### src/rtl/alu_arbiter.sv
// ============================================================================
// Module   : alu_arbiter
// Purpose  : Two-requester round-robin arbiter/sequencer for the shared ALU.
//            Define ALU_ARB_FIXED_PRIO_EN for fixed priority (req0 wins ties).
// Revision : 1.0 - initial release
// ============================================================================
`default_nettype none

module alu_arbiter (
  input  logic        clk,
  input  logic        rst,
  input  logic        req0,
  input  logic        req1,
  input  logic [2:0]  op0,
  input  logic [2:0]  op1,
  input  logic [31:0] a0,
  input  logic [31:0] b0,
  input  logic [31:0] a1,
  input  logic [31:0] b1,
  output logic        gnt0,
  output logic        gnt1,
  output logic        done0,
  output logic        done1,
  output logic [31:0] result,
  output logic        zero,
  output logic [2:0]  alu_op,
  output logic [31:0] alu_a,
  output logic [31:0] alu_b,
  input  logic [31:0] alu_result,
  input  logic        alu_zero
);

  typedef enum logic [1:0] {
    ST_IDLE = 2'd0,
    ST_EXEC = 2'd1,
    ST_DONE = 2'd2
  } state_t;

  state_t r_state;
  state_t w_next_state;
  logic   r_owner;
  logic   w_accept;
  logic   w_winner;

  assign w_accept = (r_state == ST_IDLE) && (req0 || req1);

`ifdef ALU_ARB_FIXED_PRIO_EN
  assign w_winner = ~req0;
`else
  logic r_last;

  // On a tie the requester that did not win last time takes the ALU.
  assign w_winner = (req0 && req1) ? ~r_last : req1;

  always_ff @(posedge clk) begin
    if (rst) begin
      r_last <= 1'b1;
    end else if (w_accept) begin
      r_last <= w_winner;
    end
  end
`endif

  always_comb begin
    w_next_state = r_state;
    gnt0         = 1'b0;
    gnt1         = 1'b0;
    done0        = 1'b0;
    done1        = 1'b0;
    case (r_state)
      ST_IDLE: begin
        if (w_accept) w_next_state = ST_EXEC;
      end
      ST_EXEC: begin
        gnt0         = ~r_owner;
        gnt1         = r_owner;
        w_next_state = ST_DONE;
      end
      ST_DONE: begin
        done0        = ~r_owner;
        done1        = r_owner;
        w_next_state = ST_IDLE;
      end
      default: w_next_state = ST_IDLE;
    endcase
  end

  always_ff @(posedge clk) begin
    if (rst) begin
      r_state <= ST_IDLE;
      r_owner <= 1'b0;
      alu_op  <= 3'd0;
      alu_a   <= 32'd0;
      alu_b   <= 32'd0;
      result  <= 32'd0;
      zero    <= 1'b0;
    end else begin
      r_state <= w_next_state;
      // ALU operand registers only move on acceptance so the ALU sees stable inputs.
      if (w_accept) begin
        r_owner <= w_winner;
        alu_op  <= w_winner ? op1 : op0;
        alu_a   <= w_winner ? a1  : a0;
        alu_b   <= w_winner ? b1  : b0;
      end
      if (r_state == ST_EXEC) begin
        result <= alu_result;
        zero   <= alu_zero;
      end
    end
  end

endmodule

`default_nettype wire

### config.mk
export PLATFORM = sky130hd
export DESIGN_NAME = alu_arbiter
export DESIGN_NICKNAME = d
export VERILOG_FILES = /design/src/rtl/alu_arbiter.sv
export SDC_FILE = /design/constraint.sdc
export NUM_CORES = 1
export LEC_CHECK = 0
export CORE_MARGIN = 5
export CORE_UTILIZATION = 37
export CTS_CLUSTER_DIAMETER = 40
export DETAILED_ROUTE_END_ITERATION = 10
export PLACE_DENSITY_LB_ADDON = 0.15
export RECOVER_POWER = 100
export SETUP_SLACK_MARGIN = 0.02
export SYNTH_ARGS = -nofsm -noshare
export SYNTH_HDL_FRONTEND = slang
export SYNTH_SLANG_ARGS = --single-unit
### constraint.sdc
create_clock -name clk -period 1.7 [get_ports clk]
set_input_delay 0.255 -clock clk [delete_from_list [all_inputs] [get_ports clk]]
set_output_delay 0.255 -clock clk [all_outputs]
set_load 0.02 [all_outputs]
Yosys cells after proc, flatten, opt, wreduce, memory -nomap -nowiden
Index checks and enable logic that the tools add are counted. Widths: inputs -> output; s select.

Output and inout port bits: 104. Input port bits: 171. Register bits: 104. Logic and storage cells: 27.

Reductions and logical operators: 4. Mux-type cells: 10. Equal/unequal tests: 3. Bitwise logic cells: 2.

Operators with widths (count): $mux 32 (2); $mux 1 (5); $pmux 2 s2 (1); $mux 3 (1); $eq 2x1->1 const B (1); $eq 2x2->1 const B (1); $logic_and 1x1->1 (2); $logic_not 2->1 (1); $mux 2 (1); $ne 2x2->1 const B (1); $not 1->1 (2); $logic_or 1x1->1 (1).

Longest topological paths before layout
Gate-level depths: netlist of run 1.

Depth in word-level cells: 4. Mapped depth: 7. Depth with buffers taken out: 3.

Worst setup path after synthesis of run 1
OpenSTA, ideal clock, no wires.

Path type: register to output. From: register r_state[0]. To: output gnt1. Path buffers: 2. Arrival time: 1.225 ns. Slack: 0.220 ns. Stages on the path, launching flop included: 5. Data required time: 1.445 ns. Cells stage by stage: dfxtp_1 -> nor2b_1 -> clkbuf_1 -> clkbuf_1 -> and2_1.

Longest elaborated chain between the ends: 2.

RTL lines: start: declaration (line 39) `state_t r_state;`; start signal: assignment (line 98) `r_state <= w_next_state;`; $eq 2x1->1 (line 70) `case (r_state)`; $mux 1 (line 70); end: declaration (line 21) `output logic gnt1,`.

No other way between the ends.

Worst setup path after layout of run 1
From: register alu_a[25]. To: output alu_a[25].

RTL lines: start: declaration (line 27) `output logic [31:0] alu_a,`; start signal: assignment (line 103) `alu_a <= w_winner ? a1 : a0;`.

No word-level cell between the ends.

==> results of run 1 <==
[path summary, 6_finish.rpt]
kind                     end  slack, ps  cells past startpoint
setup reg to reg   alu_a[30]        240                      4
hold / removal     result[9]        340                      2
hold reg to reg   result[18]        450                      2
setup / recovery   alu_a[25]         70                      1
[logic make-up after synthesis]
group                  Yosys count  synth area share [%]
and+or+nand+nor                213                  18.7
AOI/OAI and AO/OA              173                  28.4
DFF                            104                  47.1
buffers and inverters           57                  5.86
[cell type report]
type	count	area (sq um)	area share [%]
clock buffers	13	250	3.32
well taps	147	184	2.44
repair buffers	293	2960	39.3
flip-flops and latches	104	2080	27.6
multi-input cells	386	2050	27.1
clock inverters	3	17.5	0.232
[report_power, final]
part           total (mW)  internal (mW)  switching, mW
logic                2.00          0.987           1.01
registers            2.81           2.68          0.127
clock network        1.90           1.03          0.868
total                6.70           4.70           2.01
[routing by layer]
layer  share of wire, %  up-vias  track usage (%)
met5                  0        -                0
met4                3.6        0             10.8
met3                8.7       41             6.65
met2                 50      230             36.9
met1                 38     2285             24.1
li1                   -     2404                -
[sequential cells by signal (all words and copies together), names as in the netlist]
name	count
r_state	2
alu_op	3
r_last	1
result	32
zero	1
alu_a	32
alu_b	32
r_owner	1
[worst reg2reg max path: stages (launching register included)]
cell and delay [ps]:
dfxtp_1 360, nor2_4 210, and2_0 250, buf_4 340, a311oi_1 160
[layout by cell type, fill, tap and decap left out, drive strengths merged, types with 2 or more instances in the layout]
| master | Yosys | layout |
|---|---|---|
| nor2b | 2 | 2 |
| buf | 15 | 17 |
| clkdlybuf4s50 | 0 | 187 |
| dlygate4sd3 | 0 | 82 |
| dfxtp | 104 | 104 |
| a21oi | 102 | 102 |
| nand2 | 201 | 201 |
| nor2 | 3 | 3 |
| a21bo | 2 | 2 |
| clkinv | 0 | 2 |
| dlygate4sd2 | 0 | 2 |
| clkbuf | 42 | 18 |
| a311oi | 67 | 67 |
| and2 | 2 | 2 |
[repair_timing]
action,CTS,global route
resized for setup,4,5
endpoints found under the setup margin,4,2
hold buffers,0,0
buffers inserted,0,0
pin swaps,0,0
==> results by group, run 1 <==
Logic synthesis
  – Most used DFF post-synth: dfxtp_1
  – Post-synth EDFFs: 0
  – Count leader, synth: nand2_1
  – Post-synthesis register bit count: 104
  – Synth Net Count: 718
  – Synth top area share: 47.1%
  – Synth Warn #: 0
  – Post-synth top cells: 201 x nand2_1, 104 x dfxtp_1, 102 x a21oi_1
  – Syn Area/Cell: 8.08 sq um
  – Netlist Area Pre-Place: 4420 sq um
  – Register area share after synthesis: 47.1%
  – Ys async rst share: 0%
  – Leading area contributor after synthesis: dfxtp_1
  – Synth Instances: 547
  – Synth area leaders: dfxtp_1 47%, nand2_1 17%, a21oi_1 12%
  – Post-synthesis cell type count: 22

Clocking
  – H-Tree Depth: 3
  – Clk pin slew, worst setup/hold paths: 70 ps
  – Clock sinks: 104
  – CTS tree: done
  – Clock Latency Late Sink: 340 ps
  – CTS buffer count: 9
  – Clock Tree Buf Depth: 2
  – CTS root buf: clkbuf_16

Placement
  – Placed cell area: 7360 sq um
  – Final GP Congestion: 0.892
  – Pre-CTS setup slack: -130 ps
  – Final HPWL DP: 12100 microns
  – IO Port Bufs: 274
  – Placed Cells: 930

Floorplan
  – Initial Utilization: 37.3%
  – Die height: 119 microns
  – Die ar.: 14200 sq um
  – Chip Width: 119 microns
  – IO Pins: 275
  – Num rows: 40
  – Core ar.: 11900 sq um

Detailed routing
  – DR WL/cell: 17.0 microns
  – Via count: 4960
  – Starting DRC count in detailed routing: 272
  – ANT nets after route: 0
  – Drt pass-1 iters: 4
  – Final Routed Wirelength: 16100 microns
  – Vias per cell: 5.24
  – Residual DRC: 0

Critical path
  – Delay-heaviest family, CP: buffers and inverters
  – R2r startpoint: r_state[1]
  – Slowest stage delay, CP: 700 ps
  – Critical path buffers and inverters: 1
  – Crit path launch type: register
  – WP data arrival: 1370 ps
  – Worst Path Max Fanout: 2
  – Slowest CP cell: dlygate4sd3_1
  – Kind of end point of the critical path: primary output
  – Crit path required time: 1440 ps
  – Setup CP Type: reg2out
  – Crit-path cells: dlygate4sd3_1
  – CP Launch Point: alu_a[25]

Run
  – Max-cap violations: 0

Timing
  – Unrepaired setup endpoints after global routing: no
  – Clk_skew: 4.03 ps
  – Endpoints failing hold: 0
  – Max_slew headroom: 65.8%
  – Worst Hold Margin: 336 ps
  – Number of setup violations in the final report: 0
  – Min Tclk post-route: 1630 ps
  – Setup TNS: 0 ps
  – Fin. max-slew vios: 0
  – Final worst-path cycle share: 95.8%
  – Highest Clock Rate: 614 MHz
  – Worst-margin pin slew: 513 ps
  – Fin worst setup slack: 70.8 ps

Layout
  – Non-filler cells, final: 946
  – Layout cells sized above 1: 6.26%
  – Cell area after layout: 7540 sq um
  – Ant diodes: 0
  – Area growth, synth to finish: 70.6%
  – NumNets Final: 965
  – Number of fill cells: 1015
  – Post-layout util: 63.6%

Global routing
  – Gr usage total: 21.5%
  – First-pass GRT wire length: 25100 microns
  – Initial antenna violation count: 0
  – Vias in the first global route: 5018
  – Global route overflow: 0
  – Largest net degree at the start of global routing: 47

Min path
  – Worst Hold Class: in2reg
  – Hold Startpoint: rst

Pwr
  – Pleak: 3.01 nW
  – Design Power: 6.70 mW
  – Worst-case vdd ir drop: 445 uV
  – Cell Pwr Density: 889 nW/um^2

Status
  – Status: complete, no violations
Power figures use the tool's default switching activity.
==> run 2: changes to the inputs <==
CORE_UTILIZATION = 38   (was 37)
CTS_BUF_LIST = sky130_fd_sc_hd__clkbuf_8   (was unset)
==> run 2 against run 1 <==
Register-to-register slack got worse by 60 ps. Critical path depth did not move. Flip-flop and latch count is the same. Clock power down 26%. Die area decreased by 2.4%. First-iteration DRC count increased by 7.4%. Via count fell by 0.69%. Largest power group unchanged. Final area down 0.61%.
==> results by group, run 2 (synthesis results as in run 1) <==
Status
  – Status: complete, no violations

Floorplan
  – Die height: 118 microns (-1.2%)
  – Initial Utilization: 38.7% (+1.4 points)
  – Chip Width: 118 microns (-1.2%)
  – IO Pins: 275 (unchanged)
  – Core ar.: 11400 sq um (-3.7%)
  – Num rows: 39 (-2.5%)
  – Die ar.: 13900 sq um (-2.4%)

Detailed routing
  – Starting DRC count in detailed routing: 292 (+7.4%)
  – Drt pass-1 iters: 6 (+2)
  – Residual DRC: 0 (unchanged)
  – Via count: 4926 (-0.69%)
  – Vias per cell: 5.23 (-0.16%)
  – Final Routed Wirelength: 16000 microns (-0.55%)
  – DR WL/cell: 17.0 microns (about the same)
  – ANT nets after route: 0 (unchanged)

Layout
  – Ant diodes: 0 (unchanged)
  – Most common cell after layout, fill and taps aside: clkdlybuf4s50_1
  – Biggest regs: alu_a x32, alu_b x32, result x32
  – Non-filler cells, final: 941 (-0.53%)
  – Layout cells sized above 1: 6.77% (+0.51 points)
  – Commonest non-fill, non-tap cells in the layout: 243 x clkdlybuf4s50_1, 201 x nand2_1, 103 x dfxtp_1, 102 x a21oi_1, 55 x a311oi_1
  – Area growth, synth to finish: 69.6%
  – NumNets Final: 966 (+0.10%)

Pwr
  – Cell Pwr Density: 840 nW/um^2 (-5.5%)
  – Worst-case vdd ir drop: 494 uV (+11%)
  – Pleak: 2.86 nW (-5.0%)

Timing
  – Min Tclk post-route: 1640 ps (+6.23 ps)
  – Endpoints failing hold: 0 (unchanged)
  – Setup TNS: 0 ps (unchanged)
  – Number of setup violations in the final report: 0 (unchanged)
  – Unrepaired setup endpoints after global routing: no
  – Worst Hold Margin: 267 ps (-69.6 ps)
  – Worst-margin pin slew: 651 ps (+138 ps)
  – Final worst-path cycle share: 96.2% (+0.37 points)
  – Highest Clock Rate: 611 MHz (-0.38%)
  – Fin. max-slew vios: 0 (unchanged)
  – Max_slew headroom: 56.6% (-9.2 points)
  – Clk_skew: 10.9 ps (+6.83 ps)

Global routing
  – Gr usage total: 22.1% (+0.51 points)
  – Vias in the first global route: 5147 (+2.6%)
  – Largest net degree at the start of global routing: 51 (+8.5%)
  – Global route overflow: 0 (unchanged)
  – First-pass GRT wire length: 25700 microns (+2.2%)
  – Initial antenna violation count: 0 (unchanged)

Critical path
  – Kind of end point of the critical path: primary output
  – Slowest CP cell: dlygate4sd3_1
  – Crit path launch type: register
  – R2r worst-path depth: 4 (unchanged)
  – Delay-heaviest family, CP: buffers and inverters
  – Slowest stage delay, CP: 690 ps (about the same)
  – Worst Path Max Fanout: 2 (unchanged)
  – Setup CP Type: reg2out
  – Crit-path cells: dlygate4sd3_1
  – Critical path buffers and inverters: 1 (unchanged)
  – Crit path required time: 1440 ps (about the same)
  – Worst path depth: 1 (unchanged)
  – WP data arrival: 1380 ps (about the same)

Placement
  – Final GP Congestion: 0.863 (-3.3%)
  – Final HPWL DP: 12000 microns (-0.30%)
  – IO Port Bufs: 274 (unchanged)
  – Placed Cells: 927 (-0.32%)

Min path
  – Hold depth: 2 (unchanged)
  – Worst Hold Class: in2reg

Run
  – Max-cap violations: 0 (unchanged)

Clocking
  – CTS hold repair buffers: 0 (unchanged)
  – Clock sinks: 104 (unchanged)
  – CTS buffer count: 9 (unchanged)
  – Clock Tree Buf Depth: 2 (unchanged)
  – CTS tree: done
  – H-Tree Depth: 3 (unchanged)
  – CTS root buf: clkbuf_8
  – Clk pin slew, worst setup/hold paths: 100 ps (+30 ps)
  – Clock Latency Late Sink: 350 ps (about the same)
[run 2: cell count changes in the layout (fill, tap and decap cells not counted), sizes merged]
cell,change
clkinvlp,-1
clkinv,+1
dlygate4sd3,-56
clkdlybuf4s15,+1
clkbuf,-5
buf,+3
clkdlybuf4s50,+56
[run 2: worst paths after layout]
path,start,end,slack [ps]
max reg2reg,r_state[1],alu_b[11],180
max,alu_a[18],alu_a[18],60
min,rst,alu_b[21],270
min reg2reg,result[18],result[18],460
[run 2: where the power goes]
group          leakage, nW  total, mW  switching (mW)  internal (mW)
clock               0.0910       1.41           0.811          0.597
sequential           0.860       2.81           0.133           2.68
combinational         1.91       2.08            1.02           1.06
total                 2.86       6.30            1.96           4.33
[run 2: repair_timing]
action | in CTS | in global routing
endpoints found under the hold margin | 0 | 0
resized for setup | 6 | 5
endpoints found under the setup margin | 4 | 3
buffers inserted | 0 | 0
[run 2: final cells by class]
type	instances	area, sq um
well taps	143	179
repair buffers	294	3020
fillers	993	3920
clock inverters	3	18.8
clock buffers	11	151
flip-flops and latches	104	2080
multi-input cells	386	2050
[run 2: metal layers]
layer / vias up / track usage (%) / share of wire [%] / wire length, microns
li1: 2407 / - / - / -
met1: 2266 / 24.4 / 38 / 6060
met2: 215 / 38.5 / 50 / 8060
met3: 38 / 7.16 / 8.2 / 1310
met4: 0 / 9.53 / 3.6 / 577
met5: - / 0 / 0 / 0
[run 2: metrics by stage]
step                setup slack (ps)  power [mW]  instance area, sq um  util, %
finish                          64.5        6.30                  7500     65.7
floorplan                        220        3.86                  4420        -
CTS                             57.6        6.40                  7560     66.2
global placement               -68.6        4.96                  7390     64.7
detailed placement              -124        5.00                  7390     64.7
global route                    23.5        6.62                  7500     65.7
